--- src/rtl/lc3b_types.sv ---
// Shared LC-3b types for the MEM stage: the MEM sequencing state, the 16-bit
// machine word, byte-lane enable encodings and the latched access mode.
package lc3b_types;

    typedef logic [15:0] lc3b_word;

    typedef enum logic [1:0] {
        IDLE,
        IND_RD,
        ACCESS
    } lc3b_mem_state;

    // {hi, lo} lane enables
    localparam logic [1:0] BE_WORD = 2'b11;
    localparam logic [1:0] BE_LO   = 2'b01;
    localparam logic [1:0] BE_HI   = 2'b10;

    // Mode bits captured when the op is accepted; ctrl_* is ignored afterwards.
    // The indirect bit is consumed by the IDLE transition and is not kept.
    typedef struct packed {
        logic write;
        logic byte_acc;
    } lc3b_mem_mode;

    // Lane select for the data access: odd byte addresses use the high lane.
    function automatic logic [1:0] lane_enable(input logic byte_acc, input logic a0);
        if (!byte_acc)
            return BE_WORD;
        return a0 ? BE_HI : BE_LO;
    endfunction

endpackage

--- src/rtl/mem_stage_ctrl_sat_counter.sv ---
// Saturating up-counter.
//   clk, reset : clock, asynchronous active-high reset (count -> 0)
//   inc        : advance by one unless already all-ones
//   clear      : synchronous clear, takes priority over inc
//   count      : current value
module sat_counter #(
    parameter int WIDTH = 16
) (
    input  logic             clk,
    input  logic             reset,
    input  logic             inc,
    input  logic             clear,
    output logic [WIDTH-1:0] count
);

    always_ff @(posedge clk or posedge reset) begin
        if (reset)
            count <= '0;
        else if (clear)
            count <= '0;
        else if (inc && (count != {WIDTH{1'b1}}))
            count <= count + 1'b1;
    end

endmodule

--- src/rtl/mem_stage_ctrl.sv ---
// MEM-stage sequencer for the pipelined LC-3b. Drives the memory handshake for
// loads, stores, byte accesses and LDI/STI (pointer fetch, then data access),
// stalls upstream while an access is outstanding and pulses mem_wb_load when
// the instruction completes.
//   valid_in, ctrl_*      : instruction from EX/MEM
//   mar_in                : address from EX/MEM
//   mem_rdata, mem_resp   : memory return path (mem_resp is a 1-cycle pulse)
//   mem_read/mem_write    : memory requests, held until mem_resp
//   mem_byte_enable       : {hi, lo} lanes
//   mem_address           : word-aligned request address (0 when idle)
//   addr_out              : unaligned effective address for write-back lane select
//   stall, mem_wb_load    : pipeline control
//   stall_count           : saturating count of stalled cycles
module mem_stage_ctrl
    import lc3b_types::*;
(
    input  logic        clk,
    input  logic        reset,
    input  logic        valid_in,
    input  logic        ctrl_mem_read,
    input  logic        ctrl_mem_write,
    input  logic        ctrl_indirect,
    input  logic        ctrl_byte,
    input  lc3b_word    mar_in,
    input  lc3b_word    mem_rdata,
    input  logic        mem_resp,
    output logic        mem_read,
    output logic        mem_write,
    output logic [1:0]  mem_byte_enable,
    output lc3b_word    mem_address,
    output lc3b_word    addr_out,
    output logic        stall,
    output logic        mem_wb_load,
    output logic [15:0] stall_count
);

    lc3b_mem_state state_q, state_d;
    lc3b_word      addr_q, addr_d;
    lc3b_mem_mode  mode_q, mode_d;
    logic          mem_op;

    assign mem_op   = valid_in & (ctrl_mem_read | ctrl_mem_write);
    assign addr_out = addr_q;

    always_ff @(posedge clk or posedge reset) begin
        if (reset) begin
            state_q <= IDLE;
            addr_q  <= '0;
            mode_q  <= '0;
        end else begin
            state_q <= state_d;
            addr_q  <= addr_d;
            mode_q  <= mode_d;
        end
    end

    // Outputs are forced low while reset is held so an abandoned access drops
    // its request immediately and nothing leaks to the pipeline.
    always_comb begin
        state_d         = state_q;
        addr_d          = addr_q;
        mode_d          = mode_q;
        mem_read        = 1'b0;
        mem_write       = 1'b0;
        mem_byte_enable = 2'b00;
        mem_address     = '0;
        stall           = 1'b0;
        mem_wb_load     = 1'b0;
        if (!reset) begin
            case (state_q)
                IDLE: begin
                    if (mem_op) begin
                        stall          = 1'b1;
                        addr_d         = mar_in;
                        // read+write together is treated as a write
                        mode_d.write    = ctrl_mem_write;
                        mode_d.byte_acc = ctrl_byte;
                        state_d        = ctrl_indirect ? IND_RD : ACCESS;
                    end else begin
                        mem_wb_load = valid_in;
                    end
                end
                IND_RD: begin
                    mem_read        = 1'b1;
                    mem_byte_enable = BE_WORD;
                    mem_address     = {addr_q[15:1], 1'b0};
                    stall           = 1'b1;
                    if (mem_resp) begin
                        addr_d  = mem_rdata;
                        state_d = ACCESS;
                    end
                end
                ACCESS: begin
                    mem_read        = !mode_q.write;
                    mem_write       = mode_q.write;
                    mem_byte_enable = lane_enable(mode_q.byte_acc, addr_q[0]);
                    mem_address     = {addr_q[15:1], 1'b0};
                    if (mem_resp) begin
                        mem_wb_load = 1'b1;
                        state_d     = IDLE;
                    end else begin
                        stall = 1'b1;
                    end
                end
                default: state_d = IDLE;
            endcase
        end
    end

    sat_counter #(.WIDTH(16)) u_stall_cnt (
        .clk   (clk),
        .reset (reset),
        .inc   (stall),
        .clear (1'b0),
        .count (stall_count)
    );

endmodule

--- config.mk ---
export PLATFORM = sky130hd
export DESIGN_NAME = mem_stage_ctrl
export DESIGN_NICKNAME = d
export VERILOG_FILES = /design/src/rtl/lc3b_types.sv /design/src/rtl/mem_stage_ctrl_sat_counter.sv /design/src/rtl/mem_stage_ctrl.sv
export SDC_FILE = /design/constraint.sdc
export NUM_CORES = 1
export LEC_CHECK = 0
export ABC_AREA = 1
export ABC_CLOCK_PERIOD_IN_PS = 2500
export CAP_MARGIN = 10
export CORE_MARGIN = 4
export CORE_UTILIZATION = 45
export CTS_BUF_LIST = sky130_fd_sc_hd__clkbuf_16
export CTS_CLUSTER_SIZE = 25
export DETAILED_ROUTE_END_ITERATION = 10
export PLACE_DENSITY_LB_ADDON = 0.08
export RECOVER_POWER = 100
export SLEW_MARGIN = 20
export SYNTH_ARGS = -nofsm -noshare
export SYNTH_HDL_FRONTEND = slang
export SYNTH_HIERARCHICAL = 1
export SYNTH_SLANG_ARGS = --single-unit
--- constraint.sdc ---
create_clock -name clk -period 2.5 [get_ports clk]
set_input_delay 0.25 -clock clk [delete_from_list [all_inputs] [get_ports clk]]
set_output_delay 0.25 -clock clk [all_outputs]
set_load 0.05 [all_outputs]
After elaboration in Yosys (flattened, before gate mapping)
Cells that the tools add are included.
{"block": "totals", "output_inout_bits": 54, "in_bits": 40, "register_bits": 36}
{"block": "op_classes", "eq_ne": 6, "reduce_logical": 8, "addsub": 1, "mux": 30, "bitwise": 3}
{"op": "16-bit two-way mux", "n": 4}
{"op": "16-bit case mux with 2 select lines", "n": 1}
{"op": "16-bit by 1-bit adder with 16-bit output (second input constant)", "n": 1}
{"op": "2-bit two-way mux", "n": 8}
{"op": "16-bit inequality test (second input constant)", "n": 1}
{"op": "1-bit two-way mux", "n": 12}
{"op": "4-bit AND reduction", "n": 2}
{"op": "2-bit inequality test (second input constant)", "n": 3}
{"op": "2-bit case mux with 3 select lines", "n": 1}
{"op": "1-bit case mux with 2 select lines", "n": 2}
{"op": "2-bit case mux with 2 select lines", "n": 1}
{"op": "1-bit case mux with 3 select lines", "n": 1}
{"op": "3-bit AND reduction", "n": 1}
{"op": "2-bit by 1-bit equality test with 1-bit output (second input constant)", "n": 1}
{"op": "2-bit equality test (second input constant)", "n": 1}
{"op": "2-bit zero test", "n": 1}
{"op": "2-bit nonzero test", "n": 1}
{"op": "2-bit OR reduction", "n": 1}
{"op": "1-bit bitwise AND", "n": 1}
{"op": "1-bit logical AND", "n": 1}
{"op": "1-bit zero test", "n": 1}
{"op": "1-bit NOT", "n": 1}
{"op": "1-bit bitwise OR", "n": 1}

Depth between registers and ports, before layout
Gate-level depths: netlist (run 1).
{"block": "depth", "word_depth": 6, "depth_mapped": 14, "ltp_nobuf": 12}

Hierarchy
Netlist (run 1), hierarchy kept.
{"mod": "mem_stage_ctrl", "cells_each": 217, "area_per_inst_um2": 1460.2, "n_inst": 1}
{"mod": "sat_counter", "cells_each": 159, "area_per_inst_um2": 1083.5, "n_inst": 1}

Worst setup path after synthesis (run 1)
No wires, ideal clock.
{"block": "synth_timing", "path_kind": "reg-to-reg", "from": "reg state_q[1]", "to": "reg u_stall_cnt.count[7]", "period_less_slack_ns": 2.340, "t_arrival_ns": 2.274, "slack_ns": 0.160, "path_stages_with_launch": 13, "cell_sequence": "dfrtp_1 inv_1 ha_1 buf_4 inv_2 buf_2 o21ai_1 o21a_1 inv_1 nor2_2 buf_2 nand4_1 nand2_1"}
{"block": "synth_between", "elab_chain_len": 4, "elab_cells_between_ends": 6, "cone_classes": "eq/ne: 2; mux: 2; reduce/logical: 2"}
{"element": "start: declaration", "line": "mem_stage_ctrl.sv:37", "text": "lc3b_mem_state state_q, state_d;"}
{"element": "start signal: assignment", "line": "mem_stage_ctrl.sv:51", "text": "state_q <= state_d;"}
{"element": "2-bit equality test (tied with other cells)", "line": "mem_stage_ctrl.sv:70", "text": "case (state_q)"}
{"element": "1-bit case mux with 3 select lines *", "line": "mem_stage_ctrl.sv:70"}
{"element": "1-bit two-way mux *", "line": "mem_stage_ctrl.sv:69", "text": "if (!reset) begin"}
{"element": "via stall", "line": "mem_stage_ctrl.sv:32", "text": "output logic stall,"}
{"element": "1-bit logical AND *", "line": "mem_stage_ctrl_sat_counter.sv:21", "text": "else if (inc && (count != {WIDTH{1'b1}}))"}
{"element": "end signal: assignment", "line": "mem_stage_ctrl_sat_counter.sv:22", "text": "count <= count + 1'b1;"}
{"element": "end: declaration", "line": "mem_stage_ctrl_sat_counter.sv:13", "text": "output logic [WIDTH-1:0] count"}
Mark *: on every way through the listed nets, which the timed path passes. The rest lies on a longest branch.
A chain may end at the register's enable or synchronous reset.

Final worst setup path (run 1)
{"block": "layout_timing", "from": "reg state_q[0]", "to": "out mem_byte_enable[0]"}
{"block": "layout_between", "elab_chain_len": 3, "elab_cells_between_ends": 4, "cone_classes": "eq/ne: 2; mux: 2"}
{"element": "2-bit equality test or 2-bit by 1-bit equality test with 1-bit output (tied branches)", "line": "mem_stage_ctrl.sv:70"}
{"element": "2-bit case mux with 2 select lines *", "line": "mem_stage_ctrl.sv:70"}
{"element": "2-bit two-way mux *", "line": "mem_stage_ctrl.sv:69"}
{"element": "end: declaration", "line": "mem_stage_ctrl.sv:29", "text": "output logic [1:0] mem_byte_enable,"}
Mark *: on every way between the ends. The rest lies on a longest branch, timed or not.

==> results of run 1 <==
[cells in the final DEF, fill, tap and decap left out, types with 2 or more instances in the layout]
cell type / instances
nand2_1: 166
nor2_4: 3
nand3b_1: 2
nand4_1: 29
xor2_1: 2
a21oi_1: 5
clkinvlp_4: 2
o21ai_0: 3
buf_12: 2
dlymetal6s2s_1: 2
clkbuf_16: 5
dfrtp_1: 36
nor3_1: 3
xnor2_1: 2
clkbuf_1: 11
buf_4: 6
ha_1: 6
nand2_2: 13
conb_1: 5
clkbuf_2: 5
dlygate4sd3_1: 33
nor2_2: 3
nand3_1: 14
inv_1: 24
nor2_1: 35
o21ai_1: 3
clkdlybuf4s50_1: 38
inv_2: 3
[registers in the layout, indices dropped and copies added, names as in the netlist]
register,flops
state_q,2
u_stall_cnt/count,16
addr_out,16
mode_q,2
[worst min-delay path by stage]
stage                   start           to  cells after the start
finish              mode_q[1]    mode_q[1]                      2
global route        mode_q[1]    mode_q[1]                      2
CTS                 mode_q[1]    mode_q[1]                      2
detailed placement  mode_q[1]    mode_q[1]                      2
global placement    mode_q[1]    mode_q[1]                      2
floorplan               reset  addr_out[0]                      1
[cells by family (layout without fill, tap and decap cells)]
group | Yosys count | after routing | share of synthesized area (%)
adder cells (fa/ha/maj) | 6 | 6 | 2.95
buffers and inverters | 45 | 134 | 8.75
AND/OR/NAND/NOR | 271 | 271 | 48.5
other | 1 | 5 | 0.147
XOR/XNOR | 4 | 4 | 1.38
AO/OA/AOI/OAI | 13 | 13 | 2.80
flip-flops | 36 | 36 | 35.4
[layer usage]
layer  global-route usage (%)  wire (um)  up-vias
met5                        0          0        -
li1                         -          -     1367
met4                     5.05         65        0
met3                     4.46        562        6
met1                     27.8       3330     1263
met2                     35.9       3480      106
[through the flow]
step | cells | hold WS [ns]
finish | 541 | 0.497
detailed placement | 533 | 0.491
global placement | 533 | 0.465
CTS | 541 | 0.504
floorplan | 380 | 0.124
global route | 541 | 0.506
[critical path: cells and delay by family (launching register included)]
kind	cells	cell delay, ns
adder cells (fa/ha/maj)	1	0.59
buffers and inverters	2	0.49
flip-flops	1	0.40
AND/OR/NAND/NOR	1	0.17
AO/OA/AOI/OAI	1	0.17
[power by group]
group	switching (mW)	internal, mW
logic	1.47	0.584
registers	0.152	0.742
clock network	0.241	0.370
[final cells by class]
cell class,count,area [um^2]
Fill cell,510,1950
Multi-Input combinational cell,299,1410
Sequential cell,36,901
Timing Repair Buffer,98,898
Clock buffer,5,125
Inverter,28,105
Tap cell,72,90.1
Clock inverter,3,23.8
==> metrics.md, run 1 <==
| Metric | Value |
|---|---|
| Area contributors post-synth | `dfrtp_1 (35%), nand2_1 (24%), nand4_1 (7.1%)` |
| Via density | `roughly 5.1` |
| Worst relative slew slack | `57.4%` |
| Critical path endpoint | `mem_byte_enable[0]` |
| Root buffer cell | `clkbuf_16` |
| Hold Crit Class | `register to register` |
| Clock Latency Late Sink | `0.28 ns` |
| Setup violators final | `0` |
| Inserted Diodes | `0` |
| Yosys reg bits | `36` |
| End of the worst register-to-register path | `addr_out[0]` |
| Worst-Margin Slew | `0.642 ns` |
| DP Area | `~3700 um^2` |
| Maximum level of the CTS H-tree | `2` |
| Cts-stage hold buffer count | `0` |
| Finished Core Util | `around 65%` |
| Maximum vdd drop | `a little over 600 uV` |
| Cts bufs inserted | `5` |
| Period Utilization, post-route | `between 90% and 100%` |
| Detailed-placement wirelength estimate | `approximately 5500 um` |
| Post-route ant nets | `0` |
| Final Cell Area | `3550 um^2` |
| Top_reg_cell synth | `dfrtp_1` |
| Clock-pin slew on the worst setup and hold paths | `0.06 ns` |
| Crit path time final | `2.34 ns` |
| Floorplan core area | `approximately 5500 um^2` |
| Setup TNS Final | `0 ns` |
| R2R Path Start | `state_q[1]` |
| Effective utilization at floorplan | `46.2%` |
| Crit Path Max Fanout | `12` |
| Gpl congestion | `0.862` |
| Bufs on Longest Clock Path | `2` |
| Worst slack at placement | `0.430 ns` |
| Worst R2R Setup Slack | `0.29 ns` |
| Ys async rst share | `100%` |
| Arrival time worst endpoint | `2.09 ns` |
| Largest stage delay, worst path | `roughly 0.59 ns` |
| Seq/Total Area, Yosys | `35.4%` |
| Hold Violations, Final | `0` |
| Postcts setup bufs | `0` |
| Die width | `just over 80 um` |
| CP Launch Type | `register` |
| CP max stage cell | `ha_1` |
| Nets@finish | `slightly above 500` |
| Post-synth top cells | `nand2_1 (166), dfrtp_1 (36), nor2_1 (34), nand4_1 (29), inv_1 (23)` |
| Initial antenna violation count | `0` |
| First-pass GRT wire length | `about 12,000 um` |
| Synth Warn # | `6` |
| Peak Freq | `0.427 GHz` |
| Gr ovfl total | `0` |
| CP Cell Sequence | `inv_1 > ha_1 > nand2_1 > a21oi_1 > clkdlybuf4s15_2` |
| Pre-antenna DRT Iters | `4` |
| Post-DR wirelength/cell | `about 14 um` |
| Post-synth top area share | `35.4%` |
| Setup crit end kind | `output port` |
| Power per cell area | `between 1000 and 1500 nW/um^2` |
| Skew final | `0.00511 ns` |
| Via count | `2,742` |
| Leading area contributor after synthesis | `dfrtp_1` |
| Final setup margin | `0.160 ns` |
| Detailed router's first-iteration violation count | `169` |
| Distinct cells, synth | `30` |
| Share of layout cells above drive strength 1 | `10.2%` |
| CTS tree | `done` |
| DRC violations left | `0` |
| RSZ-0062 raised after global routing | `false` |
| I/O Pins | `94` |
| FF-to-FF path depth | `8` |
| Area growth syn-to-layout | `39.7%` |
| Total track usage | `21.2%` |
| Static leakage | `1.86 nW` |
| Avg Cell Area, Syn | `around 6.8 um^2` |
| Design Power | `3.56 mW` |
| Classification of the worst setup path | `register to output port` |
| Post-Syn Instances | `around 380` |
| Worst Path Required | `2.25 ns` |
| Post-Route WL | `approximately 7400 um` |
| Vias in the first global route | `2,682` |
| IO Port Bufs | `92` |
| Status | `complete, no violations` |
| Largest net degree at the start of global routing | `25` |
| Critical Path Source | `state_q[0]` |
| Die area | `6920 um^2` |
| CTS Sinks | `36` |
| Max-slew violation count | `0` |
| Post-CTS resize count | `0` |
| Max-cap violations | `0` |
| Most frequent cell after synthesis | `nand2_1` |
| Post-synth EDFFs | `0` |
| Row count | `27` |
| Synth Cell Area | `2540 um^2` |
| Die height | `~83 um` |
No activity file was read; power rests on OpenSTA's default activity.
==> run 2: changes to the inputs <==
Settings changed: GPL_TIMING_DRIVEN set to 0.
==> run 2 against run 1 <==
Flip-flop and latch count unchanged; clock power increased by 15%; die area unchanged; total power up 3.9%; via count is essentially flat; sequential power shrank 0.6%; sequential share of layout area decreased by 0.99 points; register-to-register slack lost 0.08 ns; highest routed layer unchanged.
==> metrics.md, run 2 (synthesis results as in run 1) <==
| Metric | Value |
|---|---|
| Status | `complete, no violations` |
| Post-route ant nets | `0 (unchanged)` |
| Inserted Diodes | `0 (unchanged)` |
| Die height | `83.2 um (unchanged)` |
| Via density | `4.98 (-1.8%)` |
| Worst hold slack | `0.375 ns (-0.122 ns)` |
| Gr ovfl total | `0 (unchanged)` |
| Cts bufs inserted | `5 (unchanged)` |
| Via count | `2,743 (+0.036%)` |
| IO Port Bufs | `92 (unchanged)` |
| RSZ-0062 raised after global routing | `false` |
| Gpl congestion | `0.899 (+4.2%)` |
| Clock Latency Late Sink | `0.28 ns (about the same)` |
| Skew final | `0.00630 ns (+0.00119 ns)` |
| Post-Route WL | `7330 um (-1.4%)` |
| Classification of the worst setup path | `register to output port` |
| Nets@finish | `524 (+1.9%)` |
| Root buffer cell | `clkbuf_16` |
| Setup TNS Final | `0 ns (unchanged)` |
| Final setup margin | `0.0672 ns (-0.0927 ns)` |
| Largest net degree at the start of global routing | `26 (+4.0%)` |
| Worst relative slew slack | `56.6% (-0.79 points)` |
| Detailed router's first-iteration violation count | `128 (-24%)` |
| Crit Path Max Fanout | `5 (-7)` |
| Critical Path Source | `state_q[0]` |
| Post-placement cell count | `544 (+2.1%)` |
| Area of the multi-input gates | `1410 um^2 (unchanged)` |
| Static leakage | `1.92 nW (+3.5%)` |
| Detailed-placement wirelength estimate | `5440 um (-0.93%)` |
| Row count | `27 (unchanged)` |
| Bufs on Longest Clock Path | `2 (unchanged)` |
| Peak Freq | `0.411 GHz (-3.8%)` |
| Post-DR wirelength/cell | `13.3 um (-3.2%)` |
| Clock-pin slew on the worst setup and hold paths | `0.06 ns (about the same)` |
| Most frequent cells in the layout | `nand2_1 (166), clkdlybuf4s50_1 (41), dfrtp_1 (36)` |
| Share of layout cells above drive strength 1 | `12.5% (+2.3 points)` |
| Maximum vdd drop | `752 uV (+23%)` |
| Crit path time final | `2.43 ns (+0.0927 ns)` |
| FF/Latch Area | `901 um^2 (unchanged)` |
| Die width | `83.2 um (unchanged)` |
| Finished Layout Cells | `551 (+1.8%)` |
| R2R Path Start | `state_q[1]` |
| Vias in the first global route | `2,632 (-1.9%)` |
| Max-slew violation count | `0 (unchanged)` |
| Effective utilization at floorplan | `46.2% (unchanged)` |
| Max-cap violations | `0 (unchanged)` |
| Area growth syn-to-layout | `45.5%` |
| Setup crit end kind | `output port` |
| DRC violations left | `0 (unchanged)` |
| Setup violators final | `0 (unchanged)` |
| Final Cell Area | `3700 um^2 (+4.1%)` |
| Design Power | `3.70 mW (+3.9%)` |
| Period Utilization, post-route | `97.3% (+3.7 points)` |
| Initial antenna violation count | `0 (unchanged)` |
| Power per cell area | `1000 nW/um^2 (-0.15%)` |
| Pre-antenna DRT Iters | `4 (unchanged)` |
| Finished Core Util | `67.2% (+2.6 points)` |
| Commonest non-fill, non-tap cell in the layout | `nand2_1` |
| CTS tree | `done` |
| FF-to-FF path depth | `13 (+5)` |
| CP Launch Type | `register` |
| Floorplan core area | `5510 um^2 (unchanged)` |
| Postcts setup bufs | `0 (unchanged)` |
| Hold Violations, Final | `0 (unchanged)` |
| Worst slack at placement | `-0.252 ns (-0.682 ns)` |
| Worst Path Required | `2.25 ns (about the same)` |
| Fill cells | `480 (-5.9%)` |
| First-pass GRT wire length | `12,300 um (-0.11%)` |
| Maximum level of the CTS H-tree | `2 (unchanged)` |
| Worst-Margin Slew | `0.650 ns (+0.00838 ns)` |
| CTS Sinks | `36 (unchanged)` |
| Total track usage | `21.8% (+0.55 points)` |
| Arrival time worst endpoint | `2.18 ns (+0.09 ns)` |
| Hold Crit Class | `primary input to async pin` |
| Die area | `6920 um^2 (unchanged)` |
| DP Area | `3570 um^2 (-3.7%)` |
| I/O Pins | `94 (unchanged)` |
==> run 2: cell types whose count changed in the layout (fill, tap and decap cells not counted), sizes merged <==
cell           change
dlymetal6s2s       -2
dlygate4sd2        +6
inv                +1
clkdlybuf4s50      +3
clkinvlp           -2
bufinv             +1
dlygate4sd3        -1
clkbuf            -11
clkdlybuf4s15     +10
buf                +5
==> run 2: layer usage <==
metal | global-route usage (%) | vias to the layer above | share of wire, %
met5 | 0 | - | 0
met4 | 7.13 | 0 | 2.3
met3 | 4.27 | 13 | 5.4
met2 | 34.6 | 98 | 46
met1 | 29.8 | 1243 | 47
li1 | - | 1389 | -
==> run 2: layout make-up <==
class,count,share of cell area [%]
clock buffers,5,3.38
plain buffers,16,2.98
flip-flops and latches,36,24.3
well taps,72,2.43
clock inverters,3,1.05
inverters,28,2.91
multi-input cells,299,38.1
repair buffers,92,24.8
==> run 2: timing repair <==
item                       in CTS  in global routing
gates resized for setup        41                  9
hold buffers                    0                  0
setup endpoints to repair      19                 24
==> run 2: where the power goes <==
part	switching, mW	total, mW	internal (mW)	leakage [nW]
combinational	1.47	2.11	0.639	1.37
clock	0.237	0.702	0.465	0.0850
sequential	0.147	0.889	0.742	0.474
total	1.85	3.70	1.85	1.92
==> run 2: worst paths after layout <==
check	slack, ns	to
worst max-delay path	0.07	mem_wb_load
worst min-delay path	0.37	addr_out[14]
worst max register to register	0.21	u_stall_cnt/count[13]
worst min register to register	0.49	mode_q[1]
max in group asynchronous	1.56	u_stall_cnt/count[6]
min in group clk	0.49	mode_q[1]
==> run 2: worst max-delay path: stages, from the launching register on <==
cell and delay (ns):
dfrtp_1 0.42, inv_1 0.12, ha_1 0.31, nand3_1 0.11, a21oi_1 0.13, clkdlybuf4s50_1 0.81
